File: config.mk
export PLATFORM = sky130hd
export DESIGN_NAME = sky130_fd_io__hvclamp_seq_ctrl
export DESIGN_NICKNAME = d
export VERILOG_FILES = /design/src/rtl/sky130_fd_io__hvclamp_seq_ctrl.sv
export SDC_FILE = /design/constraint.sdc
export NUM_CORES = 1
export LEC_CHECK = 0
export CORE_MARGIN = 3
export CORE_UTILIZATION = 56
export CTS_BUF_LIST = sky130_fd_sc_hd__clkbuf_8
export DETAILED_ROUTE_END_ITERATION = 12
export GPL_TIMING_DRIVEN = 0
export PLACE_DENSITY = 0.84
export SYNTH_ARGS = -nofsm -noshare
export SYNTH_HDL_FRONTEND = slang
export SYNTH_SLANG_ARGS = --single-unit
File: constraint.sdc
create_clock -name clk -period 5.16 [get_ports clk]
set_clock_uncertainty 0.15 [all_clocks]
set_input_delay 0.516 -clock clk [delete_from_list [all_inputs] [get_ports clk]]
set_output_delay 0.516 -clock clk [all_outputs]
set_load 0.05 [all_outputs]
File: src/rtl/sky130_fd_io__hvclamp_seq_ctrl.sv
// ----------------------------------------------------------------------------
// sky130_fd_io__hvclamp_seq_ctrl
//
// Sequencer for the HV rail clamp override gate (ogc_hvc). The clamp stays
// armed while either VDDIO or VCCD power-good is missing or unstable. It is
// released only after both rails have been continuously good for a debounce
// window. A droop or a forced arm re-arms the clamp at once, and the clamp
// then stays armed for a minimum hold time. Droop-induced re-arms are counted
// in a saturating status counter.
// ----------------------------------------------------------------------------
module sky130_fd_io__hvclamp_seq_ctrl #(
    parameter int SYNC_STAGES  = 2,   // synchronizer depth, 2..4
    parameter int DEBOUNCE_CYC = 64,  // good cycles required before release
    parameter int HOLD_CYC     = 16,  // minimum armed time after a re-arm
    parameter int CNT_W        = 8    // droop event counter width
) (
    input  logic             clk,
    input  logic             rst,
    input  logic             vddio_good_a,
    input  logic             vccd_good_a,
    input  logic             force_arm,
    input  logic             clr_events,
    output logic             ogc_arm,
    output logic             clamp_ready,
    output logic [1:0]       state,
    output logic [CNT_W-1:0] event_cnt,
    output logic             sync_good
);

    // Timer must hold the larger of the two terminal counts; one spare bit
    // keeps it from ever wrapping.
    localparam int TMR_MAX = (DEBOUNCE_CYC > HOLD_CYC) ? DEBOUNCE_CYC : HOLD_CYC;
    localparam int TMR_W   = $clog2(TMR_MAX) + 1;

    localparam logic [TMR_W-1:0] DEB_LAST  = TMR_W'(DEBOUNCE_CYC - 1);
    localparam logic [TMR_W-1:0] HOLD_LAST = TMR_W'(HOLD_CYC - 1);
    localparam logic [CNT_W-1:0] CNT_MAX   = '1;

    typedef enum logic [1:0] {
        ST_ARMED    = 2'd0,
        ST_DEBOUNCE = 2'd1,
        ST_RELEASED = 2'd2,
        ST_HOLD     = 2'd3
    } state_e;

    // ------------------------------------------------------------------------
    // Power-good synchronizers
    // ------------------------------------------------------------------------
    logic [SYNC_STAGES-1:0] vddio_sync;
    logic [SYNC_STAGES-1:0] vccd_sync;
    logic                   good;

    // Shift both asynchronous power-good inputs through their flop chains.
    always_ff @(posedge clk) begin
        // NOTE: sequential state uses non-blocking assignments so every flop
        // samples the pre-edge value of its neighbour; blocking here would
        // collapse the chain into a single stage.
        if (rst) begin
            vddio_sync <= '0;
            vccd_sync  <= '0;
        end else begin
            vddio_sync <= {vddio_sync[SYNC_STAGES-2:0], vddio_good_a};
            vccd_sync  <= {vccd_sync[SYNC_STAGES-2:0],  vccd_good_a};
        end
    end

    // Both rails are considered good only when both last stages agree.
    assign good      = vddio_sync[SYNC_STAGES-1] & vccd_sync[SYNC_STAGES-1];
    assign sync_good = good;

    // ------------------------------------------------------------------------
    // Sequencer FSM
    // ------------------------------------------------------------------------
    state_e           state_q;
    state_e           state_d;
    logic [TMR_W-1:0] timer_q;
    logic [TMR_W-1:0] timer_d;
    logic             droop_event;

    // State and timer registers; reset re-arms with no hold and no event.
    always_ff @(posedge clk) begin
        if (rst) begin
            state_q <= ST_ARMED;
            timer_q <= '0;
        end else begin
            state_q <= state_d;
            timer_q <= timer_d;
        end
    end

    // Next-state, timer and droop-event decode.
    always_comb begin
        // NOTE: every output of this block gets a default first, so no path
        // leaves a variable unassigned and no latch is inferred.
        state_d     = state_q;
        timer_d     = '0;
        droop_event = 1'b0;

        unique case (state_q)
            ST_ARMED: begin
                if (good && !force_arm) begin
                    state_d = ST_DEBOUNCE;
                end
            end

            ST_DEBOUNCE: begin
                if (!good || force_arm) begin
                    // Any glitch aborts; a full window restarts from ARMED.
                    state_d = ST_ARMED;
                end else if (timer_q == DEB_LAST) begin
                    state_d = ST_RELEASED;
                end else begin
                    timer_d = timer_q + 1'b1;
                end
            end

            ST_RELEASED: begin
                if (!good) begin
                    // A droop counts even when force_arm is also asserted.
                    state_d     = ST_HOLD;
                    droop_event = 1'b1;
                end else if (force_arm) begin
                    state_d = ST_HOLD;
                end
            end

            ST_HOLD: begin
                // Inputs are ignored until the minimum armed time expires.
                if (timer_q == HOLD_LAST) begin
                    state_d = ST_ARMED;
                end else begin
                    timer_d = timer_q + 1'b1;
                end
            end

            default: begin
                state_d = ST_ARMED;
            end
        endcase
    end

    // Moore outputs: the clamp is armed in every state except RELEASED.
    always_comb begin
        state       = state_q;
        ogc_arm     = (state_q != ST_RELEASED);
        clamp_ready = (state_q == ST_RELEASED);
    end

    // ------------------------------------------------------------------------
    // Droop event counter
    // ------------------------------------------------------------------------
    logic [CNT_W-1:0] event_cnt_q;

    // Saturating count of droop re-arms; a clear beats a same-cycle increment.
    always_ff @(posedge clk) begin
        if (rst || clr_events) begin
            event_cnt_q <= '0;
        end else if (droop_event && (event_cnt_q != CNT_MAX)) begin
            event_cnt_q <= event_cnt_q + 1'b1;
        end
    end

    assign event_cnt = event_cnt_q;

endmodule

==> flow_summary.toml, run 1 <==
[run]
cap_viol_max_count = 0

[worst_setup_path]
crit_fanout = 8
arrival_ns = 1.77
cp-start-kind = "register"
criticalPathCategory = "register to output pin"
cp_data_required_time_ns = 4.49
critPathCaptureType = "output pin"

[min_path]
worst_hold_path_type = "register to register"

[clocking]
cts_resized = 0
cts_tree = "built"
insertion_delay_ns = 0.25
hold_buffers = 0
cts_buffers = 3
post_cts_buffers = 0
clock_sinks = 21
cts_buffer_depth = 2
h-tree-depth = 1
clk_pin_slew_worst_paths_ns = 0.07
ctsRootBufferMaster = "clkbuf_8"

[synthesis]
synth-seq-area-share = 0.4522
netlist_instances = 102
yosysTopAreaCellShare = 0.4522
yosysWarnings = 0
ys_seq_elements = 21
synth_ff_type = "dfxtp_1"
async_flop_share = 0
synth_area_leaders = "dfxtp_1, a21oi_1, nand3_1, or4_1, nand2_1"
synth_edf_count = 0
yosysUniqueCellTypes = 36
avgSynthCellArea_um2 = 9.114
synth_area_um2 = 929.6
synth_top_area_cell = "dfxtp_1"
syn_nets = 110

[grt]
grt_overflow_total = 0
grt_max_degree = 12
grt_pass1_wl_mm = 2.697
gr-usage-all-layers = 0.1735
antenna_found_initial = 0
grt_pass1_vias = 654

[sta]
hold_ws_ns = 0.2948
min_period_ns = 2.437
finalSetupTns_ns = 0
final-max-slew-violation-count = 0
setup_viol = 0
fmaxAchievable_mhz = 410.4
grt_setup_unrepaired = "no"
final.period_utilization = 0.4722
tightest_slew_ns = 0.5102
maxSlewHeadroom = 0.6588
hold_violations = 0

[die]
fp.dieH_um = 46.75
fp.dieW_um = 46.75
num_io_pins = 19
start_util = 0.6031
die-area_mm2 = 0.002185
num_rows = 14
design.core.area_mm2 = 0.001541

[power_and_ir_drop]
power_mw = 0.2760
peakVddDrop_uv = 168.5
p_leak_nw = 0.3816
power_density_mw_per_mm2 = 234.9

[detailed_routing]
ant_nets = 0
first_pass_iters = 4
wl_per_cell_um = 12.46
via_per_inst = 5.921
totalWireLength_mm = 1.744
drt_iter0_markers = 12
drc = 0
num_vias = 829

[placed_design]
numPortBuffers = 18
dpl.hpwl_mm = 1.269
post-place-cells = 136
place_congestion = 0.7819

[final_layout]
antenna_cells = 0
syn2layout_area_growth_pct = 26.38
layoutNonFillerInstCount = 140
drive_gt1_frac = 0.08065
nets = 133

[run_status]
status = "finished, final reports clean"
-- kinds of logic (layout without fill, tap and decap cells) --
kind of cell | count (synthesis) | in the layout | synth area share
XOR/XNOR | 5 | 5 | 0.04711
AND/OR/NAND/NOR | 45 | 45 | 0.2692
flip-flops | 21 | 21 | 0.4522
AO/OA/AOI/OAI | 22 | 22 | 0.1615
multiplexers | 1 | 1 | 0.01077
adder cells (fa/ha/maj) | 2 | 2 | 0.02691
buffers and inverters | 6 | 28 | 0.03229
-- cell usage in the layout (no fill, tap or decap), drive strengths merged, types with 3 or more instances in the layout --
cell type      instances
or3                    4
o31ai                  3
o21ai                  4
inv                    5
nand2                  7
nand3                  6
dfxtp                 21
nor2b                  4
or4                    4
clkdlybuf4s50         18
clkbuf                 3
xnor2                  3
nor2                   6
nor3                   4
a21oi                  7
-- through the flow --
stage | area (µm²) | utilization | worst slack (ns)
floorplan | 929.6 | - | 3.055
global placement | 1130 | 0.7330 | 3.012
detailed placement | 1130 | 0.7330 | 2.996
CTS | 1175 | 0.7622 | 2.713
global route | 1175 | 0.7622 | 2.661
finish | 1175 | 0.7622 | 2.723
-- final cells by class --
cell class / instances / area [µm²]
Sequential cell: 21 / 420.4
Timing Repair Buffer: 18 / 180.2
Clock inverter: 1 / 3.754
Fill cell: 120 / 366.6
Buffer: 2 / 15.01
Multi-Input combinational cell: 75 / 479.2
Clock buffer: 3 / 41.29
Tap cell: 16 / 20.02
Inverter: 4 / 15.01
-- worst max-delay path, cell delays in order (launching register included) --
cell and delay [ns]:
dfxtp_1 0.44, and2b_4 0.24, inv_1 0.05, clkdlybuf4s50_1 0.79
-- path summary, 6_finish.rpt --
path | startpoint | end | slack (ns) | depth (start not counted)
setup / recovery | state[0]$_SDFFE_PP0P_ | ogc_arm | 2.72 | 3
hold / removal | vddio_sync[0]$_SDFF_PP0_ | vddio_sync[1]$_SDFF_PP0_ | 0.29 | 1
hold reg to reg | vddio_sync[0]$_SDFF_PP0_ | vddio_sync[1]$_SDFF_PP0_ | 0.29 | 1
setup reg to reg | event_cnt[0]$_SDFFE_PP0P_ | event_cnt[6]$_SDFFE_PP0P_ | 3.37 | 6
-- synth_stat cells, types with 3 or more instances --
master,number
xnor2_1,3
nand2_1,7
nor3_1,4
o21ai_0,4
or4_1,4
nand3_1,6
or3_1,3
a21oi_1,7
o31ai_1,3
dfxtp_1,21
nor2b_1,4
inv_1,4
nor2_1,6
-- flip-flops by register name, indices dropped and copies added, names as in the netlist, named ones only --
signal / count
event_cnt: 8
vccd_sync: 2
state: 1
vddio_sync: 2
timer_q: 7
-- report_power, final --
group / leakage (nW) / internal, mW / switching [mW]
registers: 0.170 / 0.163 / 0.000498
logic: 0.185 / 0.00491 / 0.00301
clock network: 0.0269 / 0.0529 / 0.0513
-- routing by layer --
layer,track usage,wire length [µm],up-vias
met5,0,0,-
met3,0.03448,95,4
met1,0.2266,798,386
met2,0.2747,829,23
met4,0.08287,21,0
li1,-,-,416
Power figures use the tool's default switching activity.
==> run 2, diff against run 1 <==
- CORE_UTILIZATION: 56 -> 47
- PLACE_DENSITY: 0.84 -> 0.75
- clock period: 5.16 -> 2.1 ns (I/O delays scaled with it)
==> flow_summary.toml, run 2 (same netlist as run 1, synthesis figures left out) <==
[run_status]
status = "finished, final reports clean"

[clocking]
post_cts_buffers = 0
cts_tree = "built"
cts_resized = 2
clock_sinks = 21
hold_buffers = 0
cts_buffer_depth = 2
cts_buffers = 3
ctsRootBufferMaster = "clkbuf_8"
clk_pin_slew_worst_paths_ns = 0.07
insertion_delay_ns = 0.25
h-tree-depth = 1

[sta]
finalSetupTns_ns = 0
setup_ws_ns = 0.1647
tightest_slew_ns = 0.5278
min_period_ns = 1.935
fmaxAchievable_mhz = 516.7
maxSlewHeadroom = 0.6471
setup_viol = 0
hold_ws_ns = 0.2919
final-max-slew-violation-count = 0
final.period_utilization = 0.9216
hold_violations = 0
grt_setup_unrepaired = "no"

[die]
design.core.area_mm2 = 0.001802
num_io_pins = 19
start_util = 0.5160
num_rows = 15
fp.dieW_um = 50.48
fp.dieH_um = 50.48
die-area_mm2 = 0.002548

[final_layout]
final_util = 0.6576
nets = 133
final_area_mm2 = 0.001185
drive_gt1_frac = 0.08871
layoutNonFillerInstCount = 149
layout_common_cells = "dfxtp_1, clkdlybuf4s50_1, nand2_1, a21oi_1"
syn2layout_area_growth_pct = 27.46
largest_reg_flops = 8
layout_commonest_cell = "dfxtp_1"
antenna_cells = 0

[grt]
grt_pass1_wl_mm = 3.187
grt_overflow_total = 0
antenna_found_initial = 0
gr-usage-all-layers = 0.1624
grt_pass1_vias = 775
grt_max_degree = 12

[power_and_ir_drop]
power_mw = 0.6713
peakVddDrop_uv = 550.3
power_frac_comb = 0.029
power_density_mw_per_mm2 = 566.5
swShare = 0.1904
p_leak_nw = 0.3848
internal_power_mw = 0.5434
p_sw_mw = 0.1278
pwr-share-seq = 0.600
p_clk_frac = 0.370

[detailed_routing]
dr_wl_met3_um = 69
via_per_inst = 5.409
dr_wl_met2_um = 869
ant_nets = 0
drc = 0
drt_iter0_markers = 13
totalWireLength_mm = 1.825
drt-met1-wl_um = 868
num_vias = 806
highest_layer = "met4"
first_pass_iters = 4
wl_per_cell_um = 12.25

[placed_design]
dpl.hpwl_mm = 1.380
dpl_cell_area_mm2 = 0.001142
post-place-cells = 145
dp_slack_ns = 0.2339
place_congestion = 0.7788
numPortBuffers = 18

[worst_setup_path]
regToRegSetupSlack_ns = 0.34
rr_endpoint = "event_cnt[6]$_SDFFE_PP0P_"
critPathCaptureType = "output pin"
worstRegToRegCells = 6
worstReg2RegStart = "event_cnt[0]$_SDFFE_PP0P_"
criticalPathCategory = "register to output pin"
cp_data_required_time_ns = 1.74
arrival_ns = 1.58
crit_fanout = 3
cp-start-kind = "register"
crit_start = "vddio_sync[1]$_SDFF_PP0_"

[min_path]
worstHoldStart = "vccd_sync[0]$_SDFF_PP0_"
worstHoldEndpoint = "vccd_sync[1]$_SDFF_PP0_"
holdPathStages = 1
worst_hold_path_type = "register to register"

[run]
cap_viol_max_count = 0
-- run 2: cell types whose count changed in the layout (fill, tap and decap cells not counted) --
cell             previous run  this run
dfxtp_2                     0         1
clkdlybuf4s50_1            18        16
dlygate4sd2_1               0         2
dfxtp_1                    21        20
-- run 2: per-layer routing --
| layer | track usage | vias up |
|---|---|---|
| met5 | 0 | - |
| met3 | 0.03561 | 2 |
| li1 | - | 417 |
| met4 | 0.05381 | 0 |
| met1 | 0.2018 | 372 |
| met2 | 0.2761 | 15 |
-- run 2: area by class of cell --
cell class              count  area [µm²]
repair buffers             18       177.7
flip-flops and latches     21       421.7
clock inverters             1       3.754
well taps                  25       31.28
fillers                   171       616.8
plain buffers               2       15.01
multi-input cells          75       479.2
clock buffers               3       41.29
inverters                   4       15.01
-- run 2: worst max-delay path: stages, from the launching register on --
cell and delay (ns):
dfxtp_1 0.35, nand2_1 0.10, inv_1 0.07, clkdlybuf4s50_1 0.81
-- run 2: how the worst max path moves through the flow --
stage | end | slack [ns] | depth (start not counted)
global route | sync_good | 0.12 | 3
detailed placement | ogc_arm | 0.23 | 3
global placement | ogc_arm | 0.25 | 3
finish | sync_good | 0.16 | 3
floorplan | event_cnt[6]$_SDFFE_PP0P_ | 0.12 | 5
CTS | sync_good | 0.16 | 3
-- run 2: power groups by stage --
stage	registers, mW	logic [mW]	clock network, mW
after floorplan	0.412	0.00705	0
after global placement	0.412	0.0192	0
after detailed placement	0.412	0.0199	0
after CTS	0.403	0.0200	0.256
after global routing	0.403	0.0212	0.279
final	0.403	0.0198	0.249
